File: config.mk
export PLATFORM = sky130hd
export DESIGN_NAME = instruction_fetch_unit_flat
export DESIGN_NICKNAME = d
export VERILOG_FILES = /design/src/rtl/cpu_fetch_pkg.sv /design/src/rtl/instruction_fetch_unit_if.sv /design/src/rtl/instruction_fetch_unit.sv /design/src/flat_wrapper.sv
export SDC_FILE = /design/constraint.sdc
export NUM_CORES = 1
export LEC_CHECK = 0
export BUFFER_PORTS_ARGS = -buffer_cell sky130_fd_sc_hd__buf_4
export CAP_MARGIN = 25
export CORE_ASPECT_RATIO = 0.9
export CORE_MARGIN = 5
export CORE_UTILIZATION = 49
export DETAILED_ROUTE_END_ITERATION = 8
export PLACE_DENSITY = 0.9
export SLEW_MARGIN = 5
export SYNTH_ARGS = -nofsm -noshare
export SYNTH_HDL_FRONTEND = slang
export SYNTH_SLANG_ARGS = --single-unit
export TNS_END_PERCENT = 50
File: constraint.sdc
create_clock -name clk -period 4.05 [get_ports clk]
set_clock_uncertainty 0.1 [all_clocks]
set_input_delay 0.81 -clock clk [delete_from_list [all_inputs] [get_ports clk]]
set_output_delay 0.81 -clock clk [all_outputs]
set_load 0.02 [all_outputs]
File: src/rtl/cpu_fetch_pkg.sv
// Shared types and default constants for the instruction fetch unit.
package cpu_fetch_pkg;

    typedef enum logic [1:0] {
        FETCH,
        WAIT,
        WRITE,
        DRAIN
    } fetch_state_t;

    localparam logic [31:0] DEFAULT_RESET_PC = 32'h0000_0000;
    localparam int unsigned DEFAULT_PC_STEP  = 4;

endpackage

File: src/rtl/instruction_fetch_unit_if.sv
// Bundle of redirect, instruction-memory and instruction-buffer signals seen by the fetch unit.
interface instruction_fetch_unit_if #(
    parameter int unsigned INST_WIDTH = 32,
    parameter int unsigned ADDR_WIDTH = 32
);
    logic                  redirect_valid;
    logic [ADDR_WIDTH-1:0] redirect_pc;
    logic                  imem_req_valid;
    logic                  imem_req_ready;
    logic [ADDR_WIDTH-1:0] imem_req_addr;
    logic                  imem_resp_valid;
    logic [INST_WIDTH-1:0] imem_resp_data;
    logic                  buf_is_full;
    logic                  buf_write_en;
    logic [INST_WIDTH-1:0] buf_data_in;
    logic [ADDR_WIDTH-1:0] fetch_pc;

    modport master (
        input  redirect_valid, redirect_pc,
        input  imem_req_ready, imem_resp_valid, imem_resp_data,
        input  buf_is_full,
        output imem_req_valid, imem_req_addr,
        output buf_write_en, buf_data_in, fetch_pc
    );

    modport slave (
        output redirect_valid, redirect_pc,
        output imem_req_ready, imem_resp_valid, imem_resp_data,
        output buf_is_full,
        input  imem_req_valid, imem_req_addr,
        input  buf_write_en, buf_data_in, fetch_pc
    );

endinterface

File: src/rtl/instruction_fetch_unit.sv
// Fetch PC, single-outstanding instruction-memory reader and producer for the instruction buffer.
module instruction_fetch_unit
    import cpu_fetch_pkg::*;
#(
    parameter int unsigned           INST_WIDTH = 32,
    parameter int unsigned           ADDR_WIDTH = 32,
    parameter logic [ADDR_WIDTH-1:0] RESET_PC   = DEFAULT_RESET_PC,
    parameter int unsigned           PC_STEP    = DEFAULT_PC_STEP
) (
    input logic                      clk,
    input logic                      reset,
    instruction_fetch_unit_if.master bus
);

    fetch_state_t          state;
    fetch_state_t          state_next;
    logic [ADDR_WIDTH-1:0] pc;
    logic [ADDR_WIDTH-1:0] pc_next;
    logic [ADDR_WIDTH-1:0] redirect_target;
    logic [INST_WIDTH-1:0] hold;
    logic                  req_valid;
    logic                  req_accept;
    logic                  write_en;
    logic                  capture;

    assign redirect_target = bus.redirect_pc & ~ADDR_WIDTH'(3);

    // Request is suppressed while reset is held, even though the state already reads FETCH.
    assign req_valid  = (state == FETCH) && reset;
    assign req_accept = req_valid && bus.imem_req_ready;

    always_comb begin
        // NOTE: every variable written here gets a default first, so no path can infer a latch.
        state_next = state;
        pc_next    = pc;
        write_en   = 1'b0;
        capture    = 1'b0;

        case (state)
            FETCH: begin
                if (bus.redirect_valid) begin
                    state_next = req_accept ? DRAIN : FETCH;
                end else if (req_accept) begin
                    state_next = WAIT;
                    pc_next    = pc + ADDR_WIDTH'(PC_STEP);
                end
            end
            WAIT: begin
                if (bus.redirect_valid) begin
                    state_next = bus.imem_resp_valid ? FETCH : DRAIN;
                end else if (bus.imem_resp_valid) begin
                    capture    = 1'b1;
                    state_next = WRITE;
                end
            end
            WRITE: begin
                if (bus.redirect_valid) begin
                    state_next = FETCH;
                end else begin
                    write_en = ~bus.buf_is_full;
                    if (!bus.buf_is_full) begin
                        state_next = FETCH;
                    end
                end
            end
            DRAIN: begin
                // The squashed response is consumed even when a second redirect lands with it;
                // waiting for another response here would never end.
                if (bus.imem_resp_valid) begin
                    state_next = FETCH;
                end
            end
            default: state_next = FETCH;
        endcase

        if (bus.redirect_valid) begin
            pc_next = redirect_target;
        end
    end

    // NOTE: sequential state uses non-blocking assignments so every register samples pre-edge values.
    always_ff @(posedge clk or negedge reset) begin
        if (!reset) begin
            state <= FETCH;
            pc    <= RESET_PC;
        end else begin
            state <= state_next;
            pc    <= pc_next;
        end
    end

    // NOTE: the hold register is a single word, so clearing it on reset is cheap and keeps outputs X-free.
    always_ff @(posedge clk or negedge reset) begin
        if (!reset) begin
            hold <= '0;
        end else if (capture) begin
            hold <= bus.imem_resp_data;
        end
    end

    assign bus.imem_req_valid = req_valid;
    assign bus.imem_req_addr  = pc;
    assign bus.buf_write_en   = write_en;
    assign bus.buf_data_in    = hold;
    assign bus.fetch_pc       = pc;

    // A response is only legal while a request is outstanding or being drained.
    resp_in_expected_state: assert property (
        @(posedge clk) disable iff (!reset)
        bus.imem_resp_valid |-> (state == WAIT || state == DRAIN)
    );

endmodule

File: src/flat_wrapper.sv
// flat-port wrapper written by rule: the top's interface ports become plain ports
module instruction_fetch_unit_flat import cpu_fetch_pkg::*;
#(
    parameter int unsigned           INST_WIDTH = 32,
    parameter int unsigned           ADDR_WIDTH = 32,
    parameter logic [ADDR_WIDTH-1:0] RESET_PC   = DEFAULT_RESET_PC,
    parameter int unsigned           PC_STEP    = DEFAULT_PC_STEP
)
  (clk, reset, bus_redirect_valid, bus_redirect_pc, bus_imem_req_ready, bus_imem_resp_valid, bus_imem_resp_data, bus_buf_is_full, bus_imem_req_valid, bus_imem_req_addr, bus_buf_write_en, bus_buf_data_in, bus_fetch_pc);
  instruction_fetch_unit_if #(.INST_WIDTH(INST_WIDTH), .ADDR_WIDTH(ADDR_WIDTH)) bus_i ();
  input logic clk;
  input logic reset;
  input wire logic [$bits(bus_i.redirect_valid)-1:0] bus_redirect_valid;
  input wire logic [$bits(bus_i.redirect_pc)-1:0] bus_redirect_pc;
  input wire logic [$bits(bus_i.imem_req_ready)-1:0] bus_imem_req_ready;
  input wire logic [$bits(bus_i.imem_resp_valid)-1:0] bus_imem_resp_valid;
  input wire logic [$bits(bus_i.imem_resp_data)-1:0] bus_imem_resp_data;
  input wire logic [$bits(bus_i.buf_is_full)-1:0] bus_buf_is_full;
  output wire logic [$bits(bus_i.imem_req_valid)-1:0] bus_imem_req_valid;
  output wire logic [$bits(bus_i.imem_req_addr)-1:0] bus_imem_req_addr;
  output wire logic [$bits(bus_i.buf_write_en)-1:0] bus_buf_write_en;
  output wire logic [$bits(bus_i.buf_data_in)-1:0] bus_buf_data_in;
  output wire logic [$bits(bus_i.fetch_pc)-1:0] bus_fetch_pc;
  assign bus_i.redirect_valid = bus_redirect_valid;
  assign bus_i.redirect_pc = bus_redirect_pc;
  assign bus_i.imem_req_ready = bus_imem_req_ready;
  assign bus_i.imem_resp_valid = bus_imem_resp_valid;
  assign bus_i.imem_resp_data = bus_imem_resp_data;
  assign bus_i.buf_is_full = bus_buf_is_full;
  assign bus_imem_req_valid = bus_i.imem_req_valid;
  assign bus_imem_req_addr = bus_i.imem_req_addr;
  assign bus_buf_write_en = bus_i.buf_write_en;
  assign bus_buf_data_in = bus_i.buf_data_in;
  assign bus_fetch_pc = bus_i.fetch_pc;
  instruction_fetch_unit #(.INST_WIDTH(INST_WIDTH), .ADDR_WIDTH(ADDR_WIDTH), .RESET_PC(RESET_PC), .PC_STEP(PC_STEP)) u_core (.clk(clk), .reset(reset), .bus(bus_i));
endmodule
After elaboration in Yosys (flattened, before gate mapping)
Index checks and enable logic that the tools add are counted.
{"block": "word_totals", "regBits": 66, "inputBits": 70, "elab_cells": 37}
{"block": "op_classes", "add_sub_neg": 1, "n_eq_ne": 7, "n_mux": 18, "n_bitwise": 1, "n_reduce_logical": 7}
{"operator": "32-bit 2-to-1 mux", "n": 3}
{"operator": "32-bit by 3-bit adder with 32-bit output (second input constant)", "n": 1}
{"operator": "2-bit 2-to-1 mux", "n": 9}
{"operator": "2-bit one-hot mux with 4 select lines", "n": 1}
{"operator": "3-bit inequality test (second input constant)", "n": 2}
{"operator": "1-bit 2-to-1 mux", "n": 5}
{"operator": "2-bit == test (second input constant)", "n": 2}
{"operator": "4-bit AND reduction", "n": 1}
{"operator": "2-bit nonzero test", "n": 2}
{"operator": "3-bit by 2-bit inequality test with 1-bit output (second input constant)", "n": 1}
{"operator": "2-bit by 1-bit == test with 1-bit output (second input constant)", "n": 1}
{"operator": "1-bit logical AND", "n": 2}
{"operator": "2-bit zero test", "n": 1}
{"operator": "2-bit inequality test (second input constant)", "n": 1}
{"operator": "2-bit AND reduction", "n": 1}
{"operator": "1-bit inverter", "n": 1}

Longest topological paths before layout
Gate-level depths: netlist (run 1).
{"block": "logic_depth", "depth_word": 6, "depth_mapped": 7}

Least setup slack after synthesis (run 1)
OpenSTA, ideal clock, no wires.
{"block": "synth_timing", "path_type": "input to output", "startpoint": "input bus_redirect_valid", "endpoint": "output bus_buf_write_en", "arrival_time_ns": 1.746, "required_time_ns": 3.140, "slack_ns": 1.394, "path_stages": 2, "path_buffers": 1, "cell_sequence": "clkbuf_1 nor4b_1"}
{"block": "synth_via", "elab_chain_cells": 2}
{"item": "start: declaration", "line": "flat_wrapper.sv:13", "source": "input wire logic [$bits(bus_i.redirect_valid)-1:0] bus_redirect_valid;"}
{"item": "1-bit 2-to-1 mux", "line": "instruction_fetch_unit.sv:57", "source": "if (bus.redirect_valid) begin"}
{"item": "1-bit 2-to-1 mux", "line": "instruction_fetch_unit.sv:39", "source": "case (state)"}
{"item": "end: declaration", "line": "flat_wrapper.sv:21", "source": "output wire logic [$bits(bus_i.buf_write_en)-1:0] bus_buf_write_en;"}
Every way passes these cells.

Final worst setup path (run 1)
{"block": "layout_timing", "startpoint": "input reset", "endpoint": "register u_core.pc[15], in the netlist u_core.bus.fetch_pc[15]"}
{"block": "layout_via", "elab_chain_cells": 4}
{"item": "start: declaration", "line": "flat_wrapper.sv:12", "source": "input logic reset;"}
{"item": "1-bit logical AND", "line": "instruction_fetch_unit.sv:29", "source": "assign req_valid = (state == FETCH) && reset;"}
{"item": "1-bit logical AND", "line": "instruction_fetch_unit.sv:30", "source": "assign req_accept = req_valid && bus.imem_req_ready;"}
{"item": "2-bit nonzero test (no line)"}
{"item": "2-bit AND reduction (no line)"}
{"item": "end signal: assignment", "line": "instruction_fetch_unit.sv:88", "source": "pc <= pc_next;"}
{"item": "end: declaration", "line": "instruction_fetch_unit.sv:17", "source": "logic [ADDR_WIDTH-1:0] pc;"}
Every way passes these cells.
A chain may end at the register's enable or synchronous reset.

==> impl_metrics.toml, run 1 <==
[critical_path]
r2r_cells = 4
crit_path_end_kind = "register"
worstSetupPathType = "in2reg"
critPathBufInv = 1
crit_top_cell = "or4_1"
cp.depth = 5
crit_required_ns = 4.21
start_kind = "input port"
crit_path_cell_trace = "buf_4 -> nand4bb_1 -> or4_1 -> or4_1 -> a31oi_1"
max_stage_delay_ns = 0.65
critPathTopFamily = "simple AND/OR/NAND/NOR gates"
crit_slowest_cell = "or4_1"
cp.arrival_ns = 2.74
crit_path_max_fanout = 23

[logic_synthesis]
synth_cells = 317
netlist_top_cells_count = "dfrtp_1 (64), buf_4 (34), mux2_2 (32)"
synth.top_cell.area_share = 0.484
syn_area_per_cell_um2 = 10.4
synth.cell_area_mm2 = 0.00331
yosysWarnings = 0
synth_most_common_cell = "dfrtp_1"
ys_types = 35
synth-seq-cells = 64
synth_edf_count = 0
yosysSeqAreaShare = 0.484
synth.largest_area_cell = "dfrtp_1"
synth_flop_cell = "dfrtp_1"
yosys-top-cells-area = "dfrtp_1 (48%), mux2_2 (11%), buf_4 (7.7%), or4_1 (4.8%), nand2_1 (3.2%)"
async_reset_ff_frac = 1.00

[sta]
period_minus_slack_ns = 2.58
rsz0062_at_grt = "false"
timing.setup.tns_ns = 0
fmax_mhz = 388
setup_viol_count_final = 0
finalHoldViolations = 0
relSlewSlack = 0.625
slew_viol_final = 0
setup_slack_ns = 1.47
max_slew.worst_pin.slew_ns = 0.563
fin_crit_sh = 0.636

[die]
num_io_pins = 168
initial_core_util = 0.502
die_area_mm2 = 0.00850
row_count = 28
core_mm2 = 0.00659
die_h_um = 88.0
die_w_um = 96.6

[final_layout]
diodes = 0
multi_input_area_mm2 = 0.00138
regArea_mm2 = 0.00160
layout.cells.non_filler = 542
fill_cells = 526
fin_util = 0.694
area_growth_pct = 38.2
drive_above_1_share = 0.482
fin_nets = 519

[cts]
ctsRootBufferMaster = "clkbuf_8"
cts_max_level = 3
cts_tree = "built"
cts_setup_buffers = 0
cts_buffers = 9
insertion_delay_ns = 0.34
cts_hold_buf = 0
path_clk_slew_ns = 0.07
cts_repair_resize_count = 0
clock-sinks = 64
clock_path_buffers = 2

[grt]
antenna_found_initial = 0
grt_overflow = 0
grt_first_pass_wirelength_mm = 14.4
grt_max_degree = 46
grt_pass1_vias = 2915
grt.total_usage = 0.211

[detailed_routing]
top_layer = "met4"
firstDrtPassIters = 4
drcViolationCount = 0
postRouteAntennaNets = 0
wl_per_cell_um = 16.6
drt-total-wl_mm = 8.98
met2_wirelength_mm = 4.65
route.met3.wl_um = 613
vias = 2912
drt-initial-drc-count = 161
vias_per_cell = 5.37
wl_met1_mm = 3.59

[placement]
dpl.hpwl_mm = 6.68
pre_cts_slack_ns = 1.12
dp.cells = 526
port_buffers = 161
place_congestion = 0.802

[pwr]
ir_worst_vdd_mv = 0.299
internal_power_uw = 1600
p_leak_uw = 0.00207
switching_share = 0.358
pwr-share-clk = 0.219
pwr-share-seq = 0.390
switchingPower_uw = 894
powerDensity_mw_per_mm2 = 546
total_power_uw = 2500
pwr-share-comb = 0.391

[run]
maxCapViolCount = 0

[hold_path]
hold_class = "in2async"

[status]
status = "completed"
==> final cells by class <==
type,count,area share
inverter,6,0.00493
multi-input combinational,202,0.302
sequential,64,0.350
tap,90,0.0246
clock buffer,10,0.0301
timing repair buffer,165,0.275
clock inverter,5,0.0126
==> stage by stage <==
| stage | cell area [µm²] | hold WS (ns) |
|---|---|---|
| final | 4570 | 0.255 |
| after global routing | 4570 | 0.256 |
| after CTS | 4540 | 0.248 |
| after detailed placement | 4350 | 0.397 |
| after global placement | 4350 | 0.391 |
| after floorplan | 3320 | 0.414 |
==> flip-flops by register name, summed over array words and instances, names as in the netlist <==
signal / flops
u_core.bus.fetch_pc: 30
u_core.state: 2
u_core.bus.buf_data_in: 32
==> power by group through the flow <==
stage | logic, µW | registers [µW] | clock network, µW
finish | 976 | 974 | 547
global route | 1040 | 1000 | 596
CTS | 987 | 975 | 558
detailed placement | 986 | 987 | 0
global placement | 966 | 967 | 0
floorplan | 313 | 1200 | 0
==> cells in the final DEF, fill, tap and decap left out, types with 6 or more instances in the layout <==
cell / n
a31oi_1: 16
buf_4: 164
clkbuf_8: 10
dfrtp_1: 64
inv_1: 6
mux2_2: 32
nand2_1: 28
nand3_1: 9
nand4_1: 8
nor2_1: 19
o21ai_0: 16
o31ai_1: 12
or4_1: 21
==> layer usage <==
metal	vias up	global-route usage
met5	-	0
met4	0	0.0791
met3	13	0.0621
met2	121	0.372
met1	1396	0.248
li1	1382	-
==> kinds of logic after synthesis <==
| family | Yosys count | share of synthesized area |
|---|---|---|
| simple gates | 106 | 0.178 |
| other cells | 1 | 0.00113 |
| buf+inv | 54 | 0.104 |
| compound gates | 50 | 0.0953 |
| fa+ha+maj | 1 | 0.00378 |
| mux | 33 | 0.112 |
| flops | 64 | 0.484 |
| xor+xnor | 8 | 0.0212 |
==> path summary, 6_finish.rpt <==
path	start	to	slack, ns
max	reset	u_core.bus.fetch_pc[15]	1.47
min	reset	u_core.state[0]	0.26
max reg2reg	u_core.state[0]	u_core.bus.fetch_pc[15]	1.72
min reg2reg	u_core.bus.buf_data_in[28]	u_core.bus.buf_data_in[28]	0.41
max in group asynchronous	reset	u_core.bus.fetch_pc[4]	2.73
min in group clk	u_core.bus.buf_data_in[28]	u_core.bus.buf_data_in[28]	0.41
(Power assumes the default switching activity.)
==> run 2, diff against run 1 <==
Settings changed: CORE_UTILIZATION 49 to 41, PLACE_DENSITY 0.9 to 0.81.
Clock period 4.05 ns to 2.15 ns, I/O delays scaled along.
==> impl_metrics.toml, run 2 (same netlist as run 1, synthesis figures left out) <==
[final_layout]
drive_above_1_share = 0.549
layout.cells.non_filler = 580
fill_cells = 678
area_growth_pct = 46.9
final_cell_mix = "buf_4 (190), dfrtp_1 (51), mux2_2 (32)"
fin_nets = 548
largest_reg_flops = 32
diodes = 0
final_common_cell = "buf_4"

[pwr]
ir_worst_vdd_mv = 0.544
powerDensity_mw_per_mm2 = 961
p_leak_uw = 0.00220

[cts]
cts_buffers = 9
cts_tree = "built"
path_clk_slew_ns = 0.07
cts_max_level = 3
clock-sinks = 64
insertion_delay_ns = 0.33
clock_path_buffers = 2
ctsRootBufferMaster = "clkbuf_8"

[critical_path]
max_stage_delay_ns = 0.67
ff2ff_setup_slack_ns = 0.03
crit_path_end_kind = "register"
r2r_end = "u_core.bus.fetch_pc[19]"
worstSetupPathType = "reg2reg"
critPathTopFamily = "simple AND/OR/NAND/NOR gates"
critPathBufInv = 0
crit_required_ns = 2.30
r2r_cells = 4
r2r_start = "u_core.bus.fetch_pc[13]"
start_kind = "register"
crit_slowest_cell = "or4_4"
cp.arrival_ns = 2.27
crit_path_cell_trace = "nand4_1 -> or4_4 -> or4_1 -> a31oi_1"
crit_path_max_fanout = 14

[placement]
place_congestion = 0.787
pre_cts_slack_ns = -0.0366
port_buffers = 161
dp.cells = 561
dpl.hpwl_mm = 6.92

[sta]
timing.setup.tns_ns = 0
period_minus_slack_ns = 2.12
relSlewSlack = 0.486
slew_viol_final = 0
fmax_mhz = 472
setup_slack_ns = 0.0333
setup_viol_count_final = 0
max_slew.worst_pin.slew_ns = 0.771
rsz0062_at_grt = "true"
fin_crit_sh = 0.985
finalHoldViolations = 0

[hold_path]
hold_class = "in2reg"
hold_end = "u_core.state[0]"
holdPathStages = 2
hp-start = "bus_imem_resp_valid"

[grt]
grt_max_degree = 63
grt_pass1_vias = 3118
grt_overflow = 0
antenna_found_initial = 0
grt_first_pass_wirelength_mm = 14.6
grt.total_usage = 0.180

[detailed_routing]
vias_per_cell = 5.27
postRouteAntennaNets = 0
drcViolationCount = 0
vias = 3056
firstDrtPassIters = 6
wl_per_cell_um = 16.1
drt-total-wl_mm = 9.34
drt-initial-drc-count = 81

[die]
initial_core_util = 0.416
die_h_um = 95.2
core_mm2 = 0.00795
row_count = 31
die_area_mm2 = 0.00997
num_io_pins = 168
die_w_um = 105

[status]
status = "completed"

[run]
maxCapViolCount = 0
run 2: where the power goes:
part / internal, µW / switching (µW) / leakage (µW) / total (µW)
logic: 949 / 988 / 0.00136 / 1940
registers: 1570 / 243 / 0.000742 / 1820
clock network: 471 / 447 / 0.0000882 / 919
run 2: final cells by class:
type | instances | area [µm²] | share of cell area
Tap cell | 99 | 124 | 0.0255
Multi-Input combinational cell | 203 | 1450 | 0.298
Clock inverter | 3 | 17.5 | 0.00360
Inverter | 6 | 22.5 | 0.00463
Timing Repair Buffer | 193 | 1480 | 0.304
Clock buffer | 12 | 155 | 0.0319
Sequential cell | 64 | 1620 | 0.333
run 2: what timing repair did:
action | 4_1_cts | 5_1_grt
resized for setup | 0 | 8
endpoints found under the setup margin | 0 | 15
setup buffers | 0 | 2
hold endpoints to repair | 2 | 0
hold buffers | 1 | 0
run 2: worst max-delay path by stage:
stage / cells after the start / endpoint / startpoint / slack (ns)
finish: 4 / u_core.bus.fetch_pc[19] / u_core.bus.fetch_pc[13] / 0.03
global route: 4 / u_core.bus.fetch_pc[19] / u_core.bus.fetch_pc[4] / -0.06
CTS: 4 / u_core.bus.fetch_pc[19] / u_core.bus.fetch_pc[10] / 0.01
detailed placement: 6 / u_core.bus.fetch_pc[13] / reset / -0.04
global placement: 5 / u_core.bus.fetch_pc[15] / reset / -0.03
floorplan: 6 / u_core.bus.fetch_pc[29] / u_core.bus.fetch_pc[9] / 0.008
run 2: worst reg2reg max path, stage by stage, from the launching register on:
cell and delay (ns):
dfrtp_2 0.36, nand4_1 0.17, or4_4 0.67, or4_1 0.54
a31oi_1 0.20
run 2: metal layers:
layer  track usage  up-vias  wire length (µm)
li1              -     1451                 -
met5             0        -                 0
met4        0.0618        0               125
met3        0.0589       12               698
met1         0.213     1481              3800
met2         0.310      112              4720
run 2: metrics by stage:
step / hold slack [ns] / util / instance area [µm²] / total power, µW
finish: 0.192 / 0.611 / 4860 / 4670
detailed placement: 0.252 / 0.580 / 4610 / 3790
floorplan: 0.0344 / - / 3350 / 2860
global placement: 0.244 / 0.580 / 4610 / 3720
CTS: 0.172 / 0.603 / 4800 / 4720
global route: 0.189 / 0.611 / 4860 / 4930
==> run 3, diff against run 2 <==
Settings changed: PLACE_DENSITY 0.81 to not set, PLACE_DENSITY_LB_ADDON set to 0.12.
==> impl_metrics.toml, run 3 (same netlist as run 1, synthesis figures left out) <==
[detailed_routing]
vias_per_cell = 5.13
drt-total-wl_mm = 8.98
drt-initial-drc-count = 113
firstDrtPassIters = 4
drcViolationCount = 0
wl_per_cell_um = 15.4
vias = 2984
postRouteAntennaNets = 0

[cts]
cts_buffers = 9
cts_max_level = 3
cts_tree = "built"
clock_path_buffers = 2
insertion_delay_ns = 0.34
clock-sinks = 64
path_clk_slew_ns = 0.06
ctsRootBufferMaster = "clkbuf_8"

[grt]
grt.total_usage = 0.178
grt_first_pass_wirelength_mm = 14.3
gr-max-usage-layer = "met2"
grt_overflow = 0
antenna_found_initial = 0
grt_pass1_vias = 2915
use_met2 = 0.303
grt_max_degree = 54
globalRouteMet1Util = 0.221
global_route.usage.met3 = 0.0535

[sta]
period_minus_slack_ns = 2.09
fmax_mhz = 478
slew_viol_final = 0
setup_viol_count_final = 0
rsz0062_at_grt = "true"
finalHoldViolations = 0
setup_slack_ns = 0.0570
relSlewSlack = 0.550
fin_crit_sh = 0.973
max_slew.worst_pin.slew_ns = 0.674

[status]
status = "completed"

[critical_path]
crit_path_end_kind = "register"
r2r_end = "u_core.bus.fetch_pc[31]"
start_kind = "register"
r2r_cells = 6
ff2ff_setup_slack_ns = 0.06
worstSetupPathType = "reg2reg"
crit_top_cell = "buf_6"
r2r_start = "u_core.state[1]"
critPathTopFamily = "simple AND/OR/NAND/NOR gates"
cp.depth = 6
crit_required_ns = 2.30
crit_slowest_cell = "dfrtp_1"
cp.arrival_ns = 2.25
crit_path_cell_trace = "buf_6 -> nor4bb_4 -> nand4_1 -> buf_6 -> or4_4 -> a31oi_1"
max_stage_delay_ns = 0.41
critPathBufInv = 2
startpoint = "u_core.state[1]"
crit_end = "u_core.bus.fetch_pc[31]"
crit_path_max_fanout = 5

[final_layout]
area_growth_pct = 47.4
drive_above_1_share = 0.547
fin_util = 0.613
largest_reg_flops = 32
fin_nets = 549
finalInstanceArea_mm2 = 0.00488
layout.cells.non_filler = 582
diodes = 0
final_common_cell = "buf_4"
final_cell_mix = "buf_4 (189), dfrtp_1 (50), mux2_2 (32)"

[placement]
pre_cts_slack_ns = -0.167
port_buffers = 161
postPlaceCellArea_mm2 = 0.00459
place_congestion = 0.765
dpl.hpwl_mm = 6.67
dp.cells = 560

[die]
core_mm2 = 0.00795
die_area_mm2 = 0.00997
initial_core_util = 0.416
num_io_pins = 168
die_w_um = 105
die_h_um = 95.2
row_count = 31

[pwr]
p_leak_uw = 0.00221
ir_worst_vdd_mv = 0.557
powerDensity_mw_per_mm2 = 974

[hold_path]
hold_class = "in2reg"

[run]
maxCapViolCount = 0
[run 3: how the worst min path moves through the flow]
stage / startpoint / end / slack (ns) / cells after the start
4_1_cts: bus_redirect_pc[2] / u_core.bus.fetch_pc[2] / 0.18 / 3
3_5_place_dp: reset / u_core.state[1] / 0.31 / 2
6_report: bus_redirect_pc[14] / u_core.bus.fetch_pc[14] / 0.20 / 3
5_1_grt: bus_redirect_pc[3] / u_core.bus.fetch_pc[3] / 0.20 / 3
3_3_place_gp: reset / u_core.state[1] / 0.31 / 2
2_1_floorplan: reset / u_core.bus.buf_data_in[0] / 0.03 / 0
[run 3: worst min-delay path, stage by stage]
cell     delay (ns)
buf_4          0.07
nand2_1        0.04
o21ai_0        0.05
[run 3: what timing repair did]
action	in CTS	in global routing
cloned	0	1
gates resized for setup	2	7
hold buffers	1	0
buffers inserted	1	3
endpoints found under the setup margin	6	7
pin swaps	1	6
hold endpoints to repair	11	0
[run 3: per-stage QoR]
step	power, µW	setup TNS [ns]	hold WS, ns
after floorplan	2860	0	0.0344
after global placement	3730	-0.436	0.313
after detailed placement	3780	-0.615	0.314
after CTS	4810	0	0.179
after global routing	5010	-0.0751	0.198
final	4750	0	0.201
[run 3: final cells by class]
cell class | instances | area, µm²
Timing Repair Buffer | 195 | 1490
Clock inverter | 4 | 45.0
Fill cell | 683 | 3070
Clock buffer | 12 | 145
Multi-Input combinational cell | 202 | 1430
Tap cell | 99 | 124
Inverter | 6 | 22.5
Sequential cell | 64 | 1620
[run 3: report_power, final]
group	internal [µW]	total, µW	switching (µW)
Combinational	956	1950	991
Clock	562	1010	445
Sequential	1570	1800	225
Total	3090	4750	1660
[run 3: per-layer routing]
layer / vias to the layer above / wire, µm
li1: 1450 / -
met1: 1419 / 3730
met2: 106 / 4460
met3: 9 / 704
met4: 0 / 83
met5: - / 0
